**src/rtl/div16_8_seq.sv**
```systemverilog
// Sequential unsigned restoring divider: 16-bit dividend / 8-bit divisor.
// Produces one quotient bit per clock and returns the result over a valid/ready handshake.
module div16_8_seq (
  input  logic        clk,
  input  logic        rst,
  input  logic        in_valid,
  output logic        in_ready,
  input  logic [15:0] dividend,
  input  logic [7:0]  divisor,
  output logic        out_valid,
  input  logic        out_ready,
  output logic [15:0] quotient,
  output logic [7:0]  remainder,
  output logic        div_by_zero
);

  typedef enum logic [1:0] {
    IDLE = 2'd0,
    CALC = 2'd1,
    DONE = 2'd2
  } state_t;

  state_t      state_reg, state_next;
  logic [15:0] q_reg, q_next;
  logic [7:0]  d_reg, d_next;
  logic [7:0]  r_reg, r_next;
  logic [3:0]  cnt_reg, cnt_next;
  logic [15:0] quotient_reg, quotient_next;
  logic [7:0]  remainder_reg, remainder_next;
  logic        dbz_reg, dbz_next;
  logic        out_valid_reg, out_valid_next;

  // The stored remainder is always below D, so its ninth bit is always zero and
  // is not kept; the trial value T carries the full 9 bits for the compare.
  logic [8:0]  t_calc;
  logic        t_ge_d;
  logic [7:0]  r_sub;
  logic [15:0] q_iter;
  logic [7:0]  r_iter;

  assign in_ready = (state_reg == IDLE) && !rst;

  assign t_calc = {r_reg, q_reg[15]};
  assign t_ge_d = (t_calc >= {1'b0, d_reg});
  // T < 2*D whenever T >= D, so T - D always fits in 8 bits.
  assign r_sub  = t_calc[7:0] - d_reg;
  assign q_iter = {q_reg[14:0], t_ge_d};
  assign r_iter = t_ge_d ? r_sub : t_calc[7:0];

  always_ff @(posedge clk) begin
    if (rst) begin
      state_reg     <= IDLE;
      q_reg         <= '0;
      d_reg         <= '0;
      r_reg         <= '0;
      cnt_reg       <= '0;
      quotient_reg  <= '0;
      remainder_reg <= '0;
      dbz_reg       <= 1'b0;
      out_valid_reg <= 1'b0;
    end else begin
      state_reg     <= state_next;
      q_reg         <= q_next;
      d_reg         <= d_next;
      r_reg         <= r_next;
      cnt_reg       <= cnt_next;
      quotient_reg  <= quotient_next;
      remainder_reg <= remainder_next;
      dbz_reg       <= dbz_next;
      out_valid_reg <= out_valid_next;
    end
  end

  always_comb begin
    state_next     = state_reg;
    q_next         = q_reg;
    d_next         = d_reg;
    r_next         = r_reg;
    cnt_next       = cnt_reg;
    quotient_next  = quotient_reg;
    remainder_next = remainder_reg;
    dbz_next       = dbz_reg;
    out_valid_next = out_valid_reg;

    case (state_reg)
      IDLE: begin
        if (in_valid && in_ready) begin
          q_next   = dividend;
          d_next   = divisor;
          r_next   = '0;
          cnt_next = '0;
          if (divisor == 8'd0) begin
            quotient_next  = 16'hFFFF;
            remainder_next = dividend[7:0];
            dbz_next       = 1'b1;
            out_valid_next = 1'b1;
            state_next     = DONE;
          end else begin
            state_next = CALC;
          end
        end
      end
      CALC: begin
        q_next   = q_iter;
        r_next   = r_iter;
        cnt_next = cnt_reg + 4'd1;
        if (cnt_reg == 4'd15) begin
          quotient_next  = q_iter;
          remainder_next = r_iter;
          dbz_next       = 1'b0;
          out_valid_next = 1'b1;
          state_next     = DONE;
        end
      end
      DONE: begin
        if (out_ready) begin
          out_valid_next = 1'b0;
          state_next     = IDLE;
        end
      end
      default: begin
        state_next     = IDLE;
        out_valid_next = 1'b0;
      end
    endcase
  end

  assign out_valid   = out_valid_reg;
  assign quotient    = quotient_reg;
  assign remainder   = remainder_reg;
  assign div_by_zero = dbz_reg;

endmodule

```
**config.mk**
```make
export PLATFORM = sky130hd
export DESIGN_NAME = div16_8_seq
export DESIGN_NICKNAME = d
export VERILOG_FILES = /design/src/rtl/div16_8_seq.sv
export SDC_FILE = /design/constraint.sdc
export NUM_CORES = 1
export LEC_CHECK = 0
export BUFFER_PORTS_ARGS = -buffer_cell sky130_fd_sc_hd__buf_2
export CAP_MARGIN = 5
export CORE_UTILIZATION = 62
export CTS_BUF_LIST = sky130_fd_sc_hd__clkbuf_4
export DETAILED_ROUTE_END_ITERATION = 10
export MAX_ROUTING_LAYER = met4
export PLACE_DENSITY = 0.87
export SLEW_MARGIN = 30
export SYNTH_ARGS = -nofsm -noshare
export SYNTH_HDL_FRONTEND = slang
export SYNTH_SLANG_ARGS = --single-unit
```
**constraint.sdc**
```tcl
create_clock -name clk -period 6.4 [get_ports clk]
set_clock_uncertainty 0.2 [all_clocks]
set_input_delay 0.64 -clock clk [delete_from_list [all_inputs] [get_ports clk]]
set_output_delay 0.64 -clock clk [all_outputs]
set_load 0.005 [all_outputs]
```
==> out/summary.txt <==
run status: finished, final reports clean
total area of multi-input combinational cells: 1650 sq um
drt first-iter violations: 134
number of rows created at floorplan: 25
worst-skew pair later-pin latency: 0.41 ns
post-cts hold buffer count: 0
DIE AREA: 5250 sq um
net count after synthesis: 368
vias in the first global route: 2544
number of setup violations in the final report: 0
Worst setup startpoint: d_reg[4]
post-route ant nets: 0
share of Yosys cell area claimed by the top area cell type: 41.6%
Vert. Die Dim: 72.5 um
Synth Flop Type: sky130_fd_sc_hd__dfxtp_1
VDD IR max: 0.140 mV
buffering stage count on the worst path with inverters included: 1
final count of hold timing violations: 0
overflow left after global routing: 0
overall routed net length: 7080 um
Max Buffers Root-to-Sink: 2
yosys synthesis warning count: 0
logic depth of the worst register-to-register path: 7
fraction of layout instances using a drive strength above 1: 26.2%
width of the die: 72.5 um
initial antenna violation count: 0
largest net degree at the start of global routing: 49
startpoint type of the worst setup path: flop
Req. time, crit path: 6.52 ns
cell breakdown of the critical path: inv_1 -> ha_1 -> a21oi_1 -> o21ai_1 -> a221oi_4 -> mux2_2 -> a311oi_1
Worst-Margin Slew: 0.953 ns
area grow syn2layout: 14.2%
category of the critical setup timing path: flop to flop
CP endpoint kind: flop
number of cells on the critical path: 7
placed wire-length estimate after detailed placement: 4880 um
count of max-cap constraint violations: 0
cell family contributing the most delay on the critical path: compound AO/OA/AOI/OAI gates
DRC viols: 0
proportion of synthesized chip area in sequential cells: 41.6%
Num Clock Sinks: 64
post-place setup slack: 3.29 ns
total CTS buffers: 9
top cell type by total area after synthesis: sky130_fd_sc_hd__dfxtp_1
post-layout min period: 2.74 ns
top-count cell post-synth: sky130_fd_sc_hd__dfxtp_1
Max Clk Rate: 0.365 GHz
synthesis-stage register bit count: 64
vias per std cell: 5.97
Hold Path Class: input port to flop
Worst R2R Setup Slack: 3.66 ns
setup repair bufs after CTS: 0
Post-synth top cells: 64 x sky130_fd_sc_hd__dfxtp_1, 35 x sky130_fd_sc_hd__nor2_1, 30 x sky130_fd_sc_hd__nand2_1
Critical Path Max Stage Delay: 0.72 ns
cell area power density: 261 nW/um^2
accumulated negative setup slack: 0 ns
data arrival time of the critical path: 2.86 ns
CTS Root Buffer Type: sky130_fd_sc_hd__clkbuf_4
post-synthesis area per instance: 9.33 sq um
area of the mapped netlist: 3080 sq um
worst slew margin relative to its limit: 36.4%
Hold Startpoint: divisor[4]
number of flops mapped to enable cells by yosys: 0
Routability Congestion: 0.923
H-tree depth: 3
post-CTS resize count: 0
Final WS setup: 3.66 ns
core box area: 4750 sq um
Post-synth ARST share: 0%
global-route wire length before repair: 11800 um
layout net count: 414
count of final max-slew check failures: 0
share of the clock period used by the worst path: 42.8%
routed len/inst: 15.8 um
Filler cells: 375
launch point of the worst reg-to-reg path: d_reg[4]
capturing instance or port of the critical path: remainder[2]
Port-buffer cells: 54
detailed-routing iteration count for the pre-antenna-repair pass: 4
total number of vias: 2675
capturing point of the worst reg2reg path: remainder[2]
Mapped Cells: 330
number of ports placed on the die boundary: 55
GRT Overall Usage: 30.2%
CP max stage cell: sky130_fd_sc_hd__a221oi_4
starting density of the core: 64.8%
storage element area: 1280 sq um
Ant. Diodes: 0
TritonCTS clock tree: done
maximum fanout along the worst path: 14
leading post-synthesis cells by cell area: sky130_fd_sc_hd__dfxtp_1 42%, sky130_fd_sc_hd__mux2i_1 6.2%, sky130_fd_sc_hd__o221a_2 5.5%
number of distinct library cells after synthesis: 58
P_leak: 1.47 nW
unrepaired setup endpoints after global routing: false
clock edge transition at the registers on the reported setup and hold paths: 0.10 ns
[worst min-delay path, cell delays in order]
cell                      delay [ns]
sky130_fd_sc_hd__buf_2          0.09
sky130_fd_sc_hd__nand2_1        0.04
sky130_fd_sc_hd__o31ai_1        0.05
[routing by layer]
metal  global-route usage, %  vias up  wire length, um
met2                    47.6       79             3370
met4                    16.6        0              246
met5                       -        -                0
met3                    4.58       27              273
met1                    37.2     1261             3190
li1                        -     1308                -
[cell families after synthesis]
kind of cell / Yosys count / synth area share [%]
AOI/OAI and AO/OA: 90 / 23.4
and+or+nand+nor: 108 / 18.0
adders and majority gates: 10 / 4.31
buffers and inverters: 35 / 5.24
xor gates and xnor gates: 2 / 0.569
muxes: 21 / 6.90
DFF: 64 / 41.6
[cells in the final DEF (no fill, tap or decap), types with 2 or more instances in the layout]
cell                        netlist  final
sky130_fd_sc_hd__clkbuf_4         0     10
sky130_fd_sc_hd__nand2_1         30     30
sky130_fd_sc_hd__nand3b_1         6      6
sky130_fd_sc_hd__nor4_1           2      2
sky130_fd_sc_hd__and2_1           6      6
sky130_fd_sc_hd__a21boi_0         2      2
sky130_fd_sc_hd__o221a_2         15     15
sky130_fd_sc_hd__nor2b_1          6      6
sky130_fd_sc_hd__buf_2            6     54
sky130_fd_sc_hd__inv_1           12     12
sky130_fd_sc_hd__buf_4            2      3
sky130_fd_sc_hd__nor3_1           5      5
sky130_fd_sc_hd__o21ai_1          2      2
sky130_fd_sc_hd__a311oi_1         4      4
sky130_fd_sc_hd__ha_1             9      9
sky130_fd_sc_hd__o31ai_1          8      8
sky130_fd_sc_hd__a211oi_1        21     21
sky130_fd_sc_hd__nor3b_1          4      4
sky130_fd_sc_hd__nor2_1          35     35
sky130_fd_sc_hd__or3_1            2      2
sky130_fd_sc_hd__a21oi_1         16     16
sky130_fd_sc_hd__mux2_2           2      2
sky130_fd_sc_hd__dfxtp_1         64     64
sky130_fd_sc_hd__mux2i_1         19     19
sky130_fd_sc_hd__bufinv_16        0      2
sky130_fd_sc_hd__o21ai_0          6      6
sky130_fd_sc_hd__clkinv_2         0      2
[worst min path at each step]
stage                      to  slack [ns]  cells after the start
floorplan            d_reg[0]        0.24                      2
global placement     r_reg[1]        0.27                      2
detailed placement  out_valid        0.27                      2
CTS                  d_reg[4]        0.22                      3
global route         d_reg[4]        0.24                      3
finish               d_reg[4]        0.24                      3
[metrics by stage]
stage	utilization (%)	power, W	hold slack [ns]	area, sq um	cells
detailed placement	70.7	0.000613	0.274	3360	432
finish	74.0	0.000917	0.239	3520	448
floorplan	-	0.000576	0.240	3080	330
CTS	74.0	0.000920	0.224	3520	448
global placement	70.4	0.000606	0.266	3350	431
global route	74.0	0.000955	0.239	3520	448
[area by class of cell]
| type | count | area share, % |
|---|---|---|
| Multi-Input combinational cell | 231 | 46.8 |
| Sequential cell | 64 | 36.4 |
| Timing Repair Buffer | 58 | 8.64 |
| Tap cell | 67 | 2.38 |
| Clock inverter | 6 | 2.35 |
| Clock buffer | 10 | 2.13 |
| Inverter | 12 | 1.28 |
[power by group]
| part | internal, W | switching (W) | leakage, nW |
|---|---|---|---|
| Combinational | 0.0000772 | 0.000102 | 0.861 |
| Sequential | 0.000416 | 0.0000133 | 0.521 |
| Clock | 0.000162 | 0.000147 | 0.0882 |
| Total | 0.000655 | 0.000262 | 1.47 |
(Power assumes the default switching activity.)
